$ cat src/rtl/uart_rx_if.sv
// uart_rx bus: x16 tick, line and config in; received word and status out.
// slave is the receiver side, master is whoever drives the line and consumes words.
interface uart_rx_if #(
    parameter int DATA_BITS = 8
);
    logic                 baud_tick_x16_i;
    logic                 rx_en_i;
    logic                 parity_en_i;
    logic                 parity_odd_i;
    logic                 rx_i;
    logic [DATA_BITS-1:0] rx_data_o;
    logic                 rx_valid_o;
    logic                 rx_parity_err_o;
    logic                 rx_framing_err_o;
    logic                 rx_busy_o;

    modport slave (
        input  baud_tick_x16_i,
        input  rx_en_i,
        input  parity_en_i,
        input  parity_odd_i,
        input  rx_i,
        output rx_data_o,
        output rx_valid_o,
        output rx_parity_err_o,
        output rx_framing_err_o,
        output rx_busy_o
    );

    modport master (
        output baud_tick_x16_i,
        output rx_en_i,
        output parity_en_i,
        output parity_odd_i,
        output rx_i,
        input  rx_data_o,
        input  rx_valid_o,
        input  rx_parity_err_o,
        input  rx_framing_err_o,
        input  rx_busy_o
    );
endinterface

$ cat src/rtl/uart_rx.sv
// UART receiver on the shared x16 baud tick, LSB-first, optional parity.
// Define UART_RX_MAJORITY_VOTE_EN for 2-of-3 voting at tick_cnt 6/7/8.
module uart_rx #(
    parameter int DATA_BITS   = 8,
    parameter int SYNC_STAGES = 2
) (
    input logic      clk_i,
    input logic      rst_i,
    uart_rx_if.slave bus
);
    typedef enum logic [2:0] {
        IDLE,
        START,
        DATA,
        PARITY,
        STOP
    } state_e;

    localparam logic [2:0] LAST_BIT = 3'(DATA_BITS - 1);

    state_e                 state_q, state_d;
    logic [SYNC_STAGES-1:0] sync_q, sync_d;
    logic                   rx_prev_q, rx_prev_d;
    logic [3:0]             tick_cnt_q, tick_cnt_d;
    logic [2:0]             bit_idx_q, bit_idx_d;
    logic [DATA_BITS-1:0]   shift_q, shift_d;
    logic                   par_en_q, par_en_d;
    logic                   par_odd_q, par_odd_d;
    logic                   par_bit_q, par_bit_d;
    logic [DATA_BITS-1:0]   data_q, data_d;
    logic                   valid_q, valid_d;
    logic                   perr_q, perr_d;
    logic                   ferr_q, ferr_d;

    logic rx_s;
    logic fall;
    logic samp;
    logic bit_v;

    assign sync_d    = {sync_q[SYNC_STAGES-2:0], bus.rx_i};
    assign rx_s      = sync_q[SYNC_STAGES-1];
    assign rx_prev_d = rx_s;
    assign fall      = rx_prev_q & ~rx_s;

`ifdef UART_RX_MAJORITY_VOTE_EN
    logic v6_q, v6_d;
    logic v7_q, v7_d;

    always_comb begin
        v6_d = v6_q;
        v7_d = v7_q;
        if (bus.baud_tick_x16_i && tick_cnt_q == 4'd6) v6_d = rx_s;
        if (bus.baud_tick_x16_i && tick_cnt_q == 4'd7) v7_d = rx_s;
    end

    always_ff @(posedge clk_i or posedge rst_i) begin
        if (rst_i) begin
            v6_q <= 1'b1;
            v7_q <= 1'b1;
        end else begin
            v6_q <= v6_d;
            v7_q <= v7_d;
        end
    end

    assign samp  = bus.baud_tick_x16_i && tick_cnt_q == 4'd8;
    assign bit_v = (v6_q & v7_q) | (v6_q & rx_s) | (v7_q & rx_s);
`else
    assign samp  = bus.baud_tick_x16_i && tick_cnt_q == 4'd7;
    assign bit_v = rx_s;
`endif

    always_comb begin
        state_d    = state_q;
        tick_cnt_d = tick_cnt_q;
        bit_idx_d  = bit_idx_q;
        shift_d    = shift_q;
        par_en_d   = par_en_q;
        par_odd_d  = par_odd_q;
        par_bit_d  = par_bit_q;
        data_d     = data_q;
        valid_d    = 1'b0;
        perr_d     = 1'b0;
        ferr_d     = 1'b0;
        if (state_q != IDLE && bus.baud_tick_x16_i) begin
            tick_cnt_d = tick_cnt_q + 4'd1;
        end
        unique case (state_q)
            IDLE: begin
                if (fall && bus.rx_en_i) state_d = START;
            end
            START: begin
                if (samp) begin
                    if (bit_v) begin
                        state_d = IDLE;
                    end else begin
                        state_d   = DATA;
                        bit_idx_d = 3'd0;
                        par_en_d  = bus.parity_en_i;
                        par_odd_d = bus.parity_odd_i;
                    end
                end
            end
            DATA: begin
                if (samp) begin
                    shift_d   = {bit_v, shift_q[DATA_BITS-1:1]};
                    bit_idx_d = bit_idx_q + 3'd1;
                    if (bit_idx_q == LAST_BIT) begin
                        state_d = par_en_q ? PARITY : STOP;
                    end
                end
            end
            PARITY: begin
                if (samp) begin
                    par_bit_d = bit_v;
                    state_d   = STOP;
                end
            end
            STOP: begin
                if (samp) begin
                    state_d = IDLE;
                    data_d  = shift_q;
                    valid_d = 1'b1;
                    ferr_d  = ~bit_v;
                    perr_d  = par_en_q & (^shift_q ^ par_bit_q ^ par_odd_q);
                end
            end
            default: state_d = IDLE;
        endcase
        // Disable wins over everything, including a stop-bit load.
        if (state_q != IDLE && !bus.rx_en_i) begin
            state_d = IDLE;
            data_d  = data_q;
            valid_d = 1'b0;
            perr_d  = 1'b0;
            ferr_d  = 1'b0;
        end
        if (state_d == IDLE) tick_cnt_d = 4'd0;
    end

    always_ff @(posedge clk_i or posedge rst_i) begin
        if (rst_i) begin
            state_q    <= IDLE;
            sync_q     <= '1;
            rx_prev_q  <= 1'b1;
            tick_cnt_q <= 4'd0;
            bit_idx_q  <= 3'd0;
            shift_q    <= '0;
            par_en_q   <= 1'b0;
            par_odd_q  <= 1'b0;
            par_bit_q  <= 1'b0;
            data_q     <= '0;
            valid_q    <= 1'b0;
            perr_q     <= 1'b0;
            ferr_q     <= 1'b0;
        end else begin
            state_q    <= state_d;
            sync_q     <= sync_d;
            rx_prev_q  <= rx_prev_d;
            tick_cnt_q <= tick_cnt_d;
            bit_idx_q  <= bit_idx_d;
            shift_q    <= shift_d;
            par_en_q   <= par_en_d;
            par_odd_q  <= par_odd_d;
            par_bit_q  <= par_bit_d;
            data_q     <= data_d;
            valid_q    <= valid_d;
            perr_q     <= perr_d;
            ferr_q     <= ferr_d;
        end
    end

    assign bus.rx_data_o        = data_q;
    assign bus.rx_valid_o       = valid_q;
    assign bus.rx_parity_err_o  = perr_q;
    assign bus.rx_framing_err_o = ferr_q;
    assign bus.rx_busy_o        = (state_q != IDLE);
endmodule

$ cat src/flat_wrapper.sv
// flat-port wrapper written by rule: the top's interface ports become plain ports
module uart_rx_flat 
#(
    parameter int DATA_BITS   = 8,
    parameter int SYNC_STAGES = 2
)
  (clk_i, rst_i, bus_baud_tick_x16_i, bus_rx_en_i, bus_parity_en_i, bus_parity_odd_i, bus_rx_i, bus_rx_data_o, bus_rx_valid_o, bus_rx_parity_err_o, bus_rx_framing_err_o, bus_rx_busy_o);
  uart_rx_if #(.DATA_BITS(DATA_BITS)) bus_i ();
  input logic clk_i;
  input logic rst_i;
  input wire logic [$bits(bus_i.baud_tick_x16_i)-1:0] bus_baud_tick_x16_i;
  input wire logic [$bits(bus_i.rx_en_i)-1:0] bus_rx_en_i;
  input wire logic [$bits(bus_i.parity_en_i)-1:0] bus_parity_en_i;
  input wire logic [$bits(bus_i.parity_odd_i)-1:0] bus_parity_odd_i;
  input wire logic [$bits(bus_i.rx_i)-1:0] bus_rx_i;
  output wire logic [$bits(bus_i.rx_data_o)-1:0] bus_rx_data_o;
  output wire logic [$bits(bus_i.rx_valid_o)-1:0] bus_rx_valid_o;
  output wire logic [$bits(bus_i.rx_parity_err_o)-1:0] bus_rx_parity_err_o;
  output wire logic [$bits(bus_i.rx_framing_err_o)-1:0] bus_rx_framing_err_o;
  output wire logic [$bits(bus_i.rx_busy_o)-1:0] bus_rx_busy_o;
  assign bus_i.baud_tick_x16_i = bus_baud_tick_x16_i;
  assign bus_i.rx_en_i = bus_rx_en_i;
  assign bus_i.parity_en_i = bus_parity_en_i;
  assign bus_i.parity_odd_i = bus_parity_odd_i;
  assign bus_i.rx_i = bus_rx_i;
  assign bus_rx_data_o = bus_i.rx_data_o;
  assign bus_rx_valid_o = bus_i.rx_valid_o;
  assign bus_rx_parity_err_o = bus_i.rx_parity_err_o;
  assign bus_rx_framing_err_o = bus_i.rx_framing_err_o;
  assign bus_rx_busy_o = bus_i.rx_busy_o;
  uart_rx #(.DATA_BITS(DATA_BITS), .SYNC_STAGES(SYNC_STAGES)) u_core (.clk_i(clk_i), .rst_i(rst_i), .bus(bus_i));
endmodule
$ cat config.mk
export PLATFORM = sky130hd
export DESIGN_NAME = uart_rx_flat
export DESIGN_NICKNAME = d
export VERILOG_FILES = /design/src/rtl/uart_rx_if.sv /design/src/rtl/uart_rx.sv /design/src/flat_wrapper.sv
export SDC_FILE = /design/constraint.sdc
export NUM_CORES = 1
export LEC_CHECK = 0
export ABC_AREA = 1
export ABC_CLOCK_PERIOD_IN_PS = 2500
export BUFFER_PORTS_ARGS = -buffer_cell sky130_fd_sc_hd__buf_2
export CAP_MARGIN = 20
export CORE_AREA = 2 2 73 75
export CTS_CLUSTER_SIZE = 40
export DETAILED_ROUTE_END_ITERATION = 12
export DIE_AREA = 0 0 75 77
export HOLD_SLACK_MARGIN = 0.12
export PLACE_DENSITY = 0.47
export SYNTH_ARGS = -nofsm -noshare
export SYNTH_HDL_FRONTEND = slang
export SYNTH_SLANG_ARGS = --single-unit
$ cat constraint.sdc
create_clock -name clk_i -period 2.5 [get_ports clk_i]
set_input_delay 0.125 -clock clk_i [delete_from_list [all_inputs] [get_ports clk_i]]
set_output_delay 0.125 -clock clk_i [all_outputs]
set_load 0.01 [all_outputs]
==> flow_summary.ini, run 1 <==
[final_layout]
area_growth_pct = 17.31
final_net_count = 237
antennaDiodeCount = 0
final_cell_mix = nand2_1, dfrtp_1, inv_1, buf_2, nor2_1
drive_above_1_share = 0.2149
layout_commonest_cell = nand2_1

[pwr]
comb_power_share = 0.148
netSwitchingFraction = 0.2945
ir_worst_vdd_mv = 0.3813
p_int_uw = 843.7
clkPwrFrac = 0.343
p_per_area_nw_per_um2 = 597.7
switchingPower_uw = 352.2
seqPwrFrac = 0.509
p_leak_nw = 1.097

[setup_path]
critPathArrivalTime_ps = 1890
worstPathMaxFanout = 17
critPathMostFrequentCell = nor2_1
required_ps = 2730
timing.rr.start = u_core.tick_cnt_q[0]
path_class = register to register
crit_slowest_cell = dfrtp_1
cp-end-kind = register
reg2reg_depth = 7
r2r_setup_slack_ps = 840
crit_chain = ha_1 > nand2_2 > nor2_4 > nand3_2 > nor2_1 > nand2_1 > nor2_1
timing.rr.end = u_core.bus.rx_parity_err_o
max_stage_delay_ps = 390
critPathLaunch = u_core.tick_cnt_q[0]
startpoint_type = register

[timing]
setup_violations = 0
rsz0062_at_grt = no
finalCritPeriodShare = 0.6647
fin_crit_ps = 1662
worst_hold_slack_ps = 250.3
drv_slew = 0
tightest_slew_ps = 772.4
setup_tns_ps = 0
fmax_mhz = 601.7
relSlewSlack = 0.4845
hold_viol_final = 0
fin_skew_ps = 3.752

[clocking]
clock-sinks = 35
cts_resized = 0
ctsLongestPathBuffers = 2
numCtsBuffers = 5
root_buffer = clkbuf_8
htreeDepth = 2
cts_tree = yes
path_clk_slew_ps = 70
clock_latency_ps = 290

[floorplan]
die_area_sq_um = 5775
core-area_sq_um = 4977
num_rows = 26
die_y_um = 77
ios = 19
start_util = 0.3426
die_x_um = 75

[global_routing]
antenna_found_initial = 0
grt_max_degree = 22
grt_pass1_vias = 1132
grt_util_all_layers = 0.1264
grt_pass1_wl_mm = 5.382
grt_remaining_overflow = 0

[detailed_routing]
first_iter_violations = 63
wl_per_cell_um = 10.68
wl_mm = 3.184
first_pass_iters = 4
drc = 0
viasPerCell = 4.211
ant_nets = 0
vias = 1255

[worst_hold_path]
hold_depth = 5
hold_path_class = input port to register
hold_path_end = u_core.state_q[0]
hp-start = bus_rx_en_i

[synthesis]
synth_cell_types = 23
synth_area_leaders = dfrtp_1, nand2_1, inv_1, dfstp_2, xor2_1
yosysSeqAreaShare = 0.5158
syn-instance-count = 198
yosysTopAreaCell = dfrtp_1
syn_nets = 208
synth_seq_cells = 35
synth_area_sq_um = 1705
syn_avg_cell_area_sq_um = 8.613
netlist.area_leader.share = 0.4696
synth_warnings = 0

[place]
place.gp.congestion = 0.7193
dp.final_hpwl_mm = 2.325
io_buffers = 18

[status]
outcome = complete, no violations

[job]
drv_cap = 0
==> metal layers <==
metal	vias up	GRT usage	part of all wire	wire, um
met1	567	0.1592	0.48	1520
met5	-	0	0	0
li1	665	-	-	-
met4	0	0.05893	0.020	64
met3	4	0.04336	0.035	110
met2	19	0.1912	0.47	1489
==> stage by stage <==
| stage | worst slack, ps | utilization | instances | total power [mW] | instance area [sq um] |
|---|---|---|---|---|---|
| 2_1_floorplan | 1096 | - | 198 | 0.7446 | 1705 |
| 3_3_place_gp | 851.1 | 0.3768 | 286 | 0.7959 | 1876 |
| 3_5_place_dp | 820.2 | 0.3768 | 286 | 0.7954 | 1876 |
| 4_1_cts | 797.5 | 0.4020 | 298 | 1.218 | 2001 |
| 5_1_grt | 634.0 | 0.4020 | 298 | 1.265 | 2001 |
| 6_report | 838.1 | 0.4020 | 298 | 1.196 | 2001 |
==> how the worst max path moves through the flow <==
| stage | end | slack [ps] | depth (start not counted) |
|---|---|---|---|
| 5_1_grt | u_core.bus.rx_parity_err_o | 630 | 7 |
| 3_5_place_dp | u_core.bus.rx_parity_err_o | 820 | 7 |
| 2_1_floorplan | u_core.tick_cnt_q[3] | 1100 | 10 |
| 6_report | u_core.bus.rx_parity_err_o | 840 | 7 |
| 3_3_place_gp | u_core.bus.rx_parity_err_o | 850 | 7 |
| 4_1_cts | u_core.bus.rx_parity_err_o | 800 | 7 |
==> cell type report <==
class                           count  area [sq um]
Clock buffer                        6         72.57
Clock inverter                      2         12.51
Fill cell                         514          2977
Inverter                           30         112.6
Multi-Input combinational cell    131         690.7
Sequential cell                    35         879.6
Tap cell                           70         87.58
Timing Repair Buffer               24         145.1
==> Yosys cell counts (all sizes together) <==
master / count
a21oi: 3
buf: 2
dfrtp: 32
dfstp: 3
ha: 3
inv: 30
mux2: 1
nand2: 68
nand3: 13
nand3b: 1
nand4: 1
nor2: 12
nor3: 1
o21ai: 18
xnor2: 3
xor2: 7
==> sequential cells by signal, indices dropped and copies added, names as in the netlist <==
name and cells:
u_core.bus.rx_parity_err_o 1, u_core.bit_idx_q 3, u_core.tick_cnt_q 4, u_core.sync_q 2, u_core.par_en_q 1, u_core.bus.rx_framing_err_o 1
u_core.state_q 3, u_core.rx_prev_q 1, u_core.bus.rx_valid_o 1, u_core.shift_q 8, u_core.par_odd_q 1, u_core.bus.rx_data_o 8
u_core.par_bit_q 1
==> power groups by stage <==
stage	Combinational, mW	Clock, mW	Sequential (mW)
floorplan	0.130	0	0.614
global placement	0.177	0	0.619
detailed placement	0.177	0	0.619
CTS	0.183	0.428	0.607
global route	0.206	0.447	0.612
finish	0.177	0.411	0.608
==> critical path: cells and delay by family, from the launching register on <==
kind / cells / cell delay [ps]
adders and majority gates: 1 / 210
DFF: 1 / 390
and+or+nand+nor: 6 / 1000
==> logic make-up (layout without fill, tap and decap cells) <==
family / count (synthesis) / in the layout / synth area share
AND/OR/NAND/NOR: 96 / 96 / 0.2502
flip-flops: 35 / 35 / 0.5158
buffers and inverters: 32 / 62 / 0.07923
AO/OA/AOI/OAI: 21 / 21 / 0.07483
XOR/XNOR: 10 / 10 / 0.05136
adder cells (fa/ha/maj): 3 / 3 / 0.02201
multiplexers: 1 / 1 / 0.006603
==> repair_timing <==
item,4_1_cts,5_1_grt
setup buffers,0,0
hold buffers,4,0
hold endpoints to repair,19,0
No activity file was read; power rests on OpenSTA's default activity.
==> inputs of run 2 (changes only) <==
==> config.mk (replaced) <==
export PLATFORM = sky130hd
export DESIGN_NAME = uart_rx_flat
export DESIGN_NICKNAME = d
export VERILOG_FILES = /design/src/rtl/uart_rx_if.sv /design/src/rtl/uart_rx.sv /design/src/flat_wrapper.sv
export SDC_FILE = /design/constraint.sdc
export NUM_CORES = 1
export LEC_CHECK = 0
export ABC_AREA = 0
export ABC_CLOCK_PERIOD_IN_PS = 1450
export BUFFER_PORTS_ARGS = -buffer_cell sky130_fd_sc_hd__buf_2
export CAP_MARGIN = 20
export CORE_AREA = 2 2 72 74
export CTS_CLUSTER_SIZE = 40
export DETAILED_ROUTE_END_ITERATION = 12
export DIE_AREA = 0 0 74 76
export HOLD_SLACK_MARGIN = 0.12
export PLACE_DENSITY = 0.49
export SYNTH_ARGS = -nofsm -noshare
export SYNTH_HDL_FRONTEND = slang
export SYNTH_SLANG_ARGS = --single-unit
==> constraint.sdc (replaced) <==
create_clock -name clk_i -period 1.45 [get_ports clk_i]
set_input_delay 0.0725 -clock clk_i [delete_from_list [all_inputs] [get_ports clk_i]]
set_output_delay 0.0725 -clock clk_i [all_outputs]
set_load 0.01 [all_outputs]
==> run 2 against run 1 <==
Against the previous run: the run now ends with negative setup slack left; wire length rose by 3.0%; sequential share of layout area decreased by 3.3 points; total power rose by 67%; sequential cell count unchanged; die area fell by 2.6%; synthesized area shrank 2.9%; first-iteration DRC count shrank 30%; worst setup slack worse by 1100 ps; largest power group unchanged.
==> flow_summary.ini, run 2 <==
[pwr]
seqPwrFrac = 0.515
p_per_area_nw_per_um2 = 926.0
netSwitchingFraction = 0.2726
switchingPower_uw = 545.7
p_int_mw = 1.456
ir_worst_vdd_mv = 0.6430
clkPwrFrac = 0.350
comb_power_share = 0.134
p_leak_nw = 1.109

[detailed_routing]
drc = 0
ant_nets = 0
vias = 1144
wl_per_cell_um = 13.56
wl_mm = 3.281
viasPerCell = 4.727
first_pass_iters = 4
first_iter_violations = 44

[global_routing]
antenna_found_initial = 0
grt_util_all_layers = 0.1269
grt_pass1_wl_mm = 5.395
grt_remaining_overflow = 0
grt_max_degree = 36
grt_pass1_vias = 1138

[job]
drv_cap = 0

[setup_path]
path_buf_inv = 0
crit_chain = ha_2 > nand4b_1 > nor3_4 > mux2_4 > a22o_1
path_class = register to register
crit_slowest_cell = dfrtp_1
required_ps = 1630
max_stage_delay_ps = 350
worstPathMaxFanout = 4
cp-end-kind = register
critPathArrivalTime_ps = 1850
startpoint_type = register
crit_family = simple AND/OR/NAND/NOR gates

[synthesis]
synth_area_sq_um = 1657
netlist.area_leader.share = 0.4834
yosysTopAreaCell = dfrtp_1
synth-edff-count = 0
async_reset_ff_frac = 1.000
synth_cell_types = 36
syn_nets = 135
synth_area_leaders = dfrtp_1, mux2_2, dfstp_2, xnor2_1, clkbuf_8
syn_avg_cell_area_sq_um = 13.25
syn-instance-count = 125
synth_seq_cells = 35
yosysSeqAreaShare = 0.5310
synth_warnings = 0
synth_common_cells = dfrtp_1, mux2_2, xnor2_1
dominantRegCellSynth = dfrtp_1
yosysMostFrequentCell = dfrtp_1

[timing]
relSlewSlack = 0.6970
setup_tns_ps = -3783
fin_crit_ps = 1662
setup_violations = 29
fin_skew_ps = 4.039
hold_viol_final = 0
finalWorstSetupSlack_ps = -212.3
fmax_mhz = 601.6
finalCritPeriodShare = 1.146
rsz0062_at_grt = yes
tightest_slew_ps = 454.4
drv_slew = 0

[clocking]
root_buffer = clkbuf_8
path_clk_slew_ps = 70
clock-sinks = 35
cts_tree = yes
clock_latency_ps = 290
numCtsBuffers = 5
ctsLongestPathBuffers = 2
htreeDepth = 2

[final_layout]
layout_commonest_cell = dfrtp_1
final_cell_mix = dfrtp_1, buf_2, buf_4, mux2_2, mux2_4
antennaDiodeCount = 0
final_net_count = 181
fill_cells = 463
drive_above_1_share = 0.4884
utilization = 0.4401
area_growth_pct = 30.51

[place]
io_buffers = 18
dp.final_hpwl_mm = 2.149
place.gp.congestion = 0.8460
place_ws_ps = -228.2

[floorplan]
num_rows = 26
core-area_sq_um = 4912
ios = 19
die_y_um = 76
die_x_um = 74
start_util = 0.3372
die_area_sq_um = 5624

[status]
violations = negative setup slack
outcome = finished with violations

[worst_hold_path]
hold_path_class = input port to register
==> run 2: cell count changes in the layout (fill, tap and decap cells not counted), moves of 6 or more <==
| cell | previous run | this run |
|---|---|---|
| o21ai_0 | 8 | 1 |
| inv_1 | 29 | 3 |
| nand2_1 | 63 | 3 |
| mux2_2 | 1 | 12 |
| o21ai_2 | 6 | 0 |
| mux2_4 | 0 | 10 |
| xor2_1 | 7 | 1 |
| nor2_1 | 10 | 4 |
| buf_4 | 2 | 17 |
==> run 2: kinds of logic (layout without fill, tap and decap cells) <==
logic type / Yosys count / count (layout) / share of synthesized area
multiplexers: 22 / 22 / 0.1495
XOR/XNOR: 9 / 9 / 0.05589
flip-flops: 35 / 35 / 0.5310
AND/OR/NAND/NOR: 28 / 28 / 0.1141
buffers and inverters: 8 / 55 / 0.04078
adder cells (fa/ha/maj): 4 / 4 / 0.02870
AO/OA/AOI/OAI: 19 / 19 / 0.08007
==> run 2: worst min-delay path, stage by stage <==
cell      delay (ps)
buf_2            100
o31a_2           210
nand2_1           70
nand3b_1          70
a21oi_1           40
==> run 2: cell type report <==
class	instances	area, sq um	area share
Clock buffer	7	76.32	0.03530
Sequential cell	35	879.6	0.4068
Timing Repair Buffer	43	310.3	0.1435
Clock inverter	1	5.005	0.002315
Multi-Input combinational cell	82	788.3	0.3646
Tap cell	70	87.58	0.04051
Inverter	4	15.01	0.006944
==> run 2: path summary, 6_finish.rpt <==
| kind | depth (start not counted) | end | slack (ps) | startpoint |
|---|---|---|---|---|
| max | 5 | u_core.bit_idx_q[1] | -210 | u_core.tick_cnt_q[1] |
| min | 5 | u_core.tick_cnt_q[0] | 310 | bus_baud_tick_x16_i |
| max reg2reg | 5 | u_core.bit_idx_q[1] | -210 | u_core.tick_cnt_q[1] |
| min reg2reg | 0 | u_core.sync_q[1] | 360 | u_core.sync_q[0] |
| max in group asynchronous | 4 | u_core.rx_prev_q | 670 | rst_i |
| min in group asynchronous | 4 | u_core.bus.rx_data_o[7] | 430 | rst_i |
==> run 2: power groups by stage <==
| stage | logic (mW) | clock network, mW | registers, mW |
|---|---|---|---|
| 2_1_floorplan | 0.174 | 0 | 1.04 |
| 3_3_place_gp | 0.235 | 0 | 1.05 |
| 3_5_place_dp | 0.241 | 0 | 1.05 |
| 4_1_cts | 0.254 | 0.724 | 1.03 |
| 5_1_grt | 0.300 | 0.771 | 1.03 |
| 6_report | 0.269 | 0.701 | 1.03 |
==> run 2: stage by stage <==
stage | instances | power (mW) | instance area, sq um | hold slack, ps
final | 242 | 2.002 | 2162 | 306.1
after global routing | 242 | 2.105 | 2162 | 336.1
after CTS | 241 | 2.009 | 2108 | 288.9
after detailed placement | 226 | 1.292 | 1954 | 180.8
after global placement | 226 | 1.285 | 1954 | 178.8
after floorplan | 125 | 1.215 | 1689 | 76.98
==> run 2: layer usage <==
metal	global-route usage	vias up	wire length, um
li1	-	539	-
met1	0.1641	569	1516
met2	0.1902	27	1507
met3	0.04497	9	142
met4	0.05455	0	114
met5	0	-	0
==> run 2: timing repair <==
action / CTS / global route
gates resized for setup: 2 / 13
hold buffers: 5 / 0
buffers inserted: 3 / 1
pin swaps: 4 / 7
endpoints found under the hold margin: 36 / 0
endpoints found under the setup margin: 30 / 31
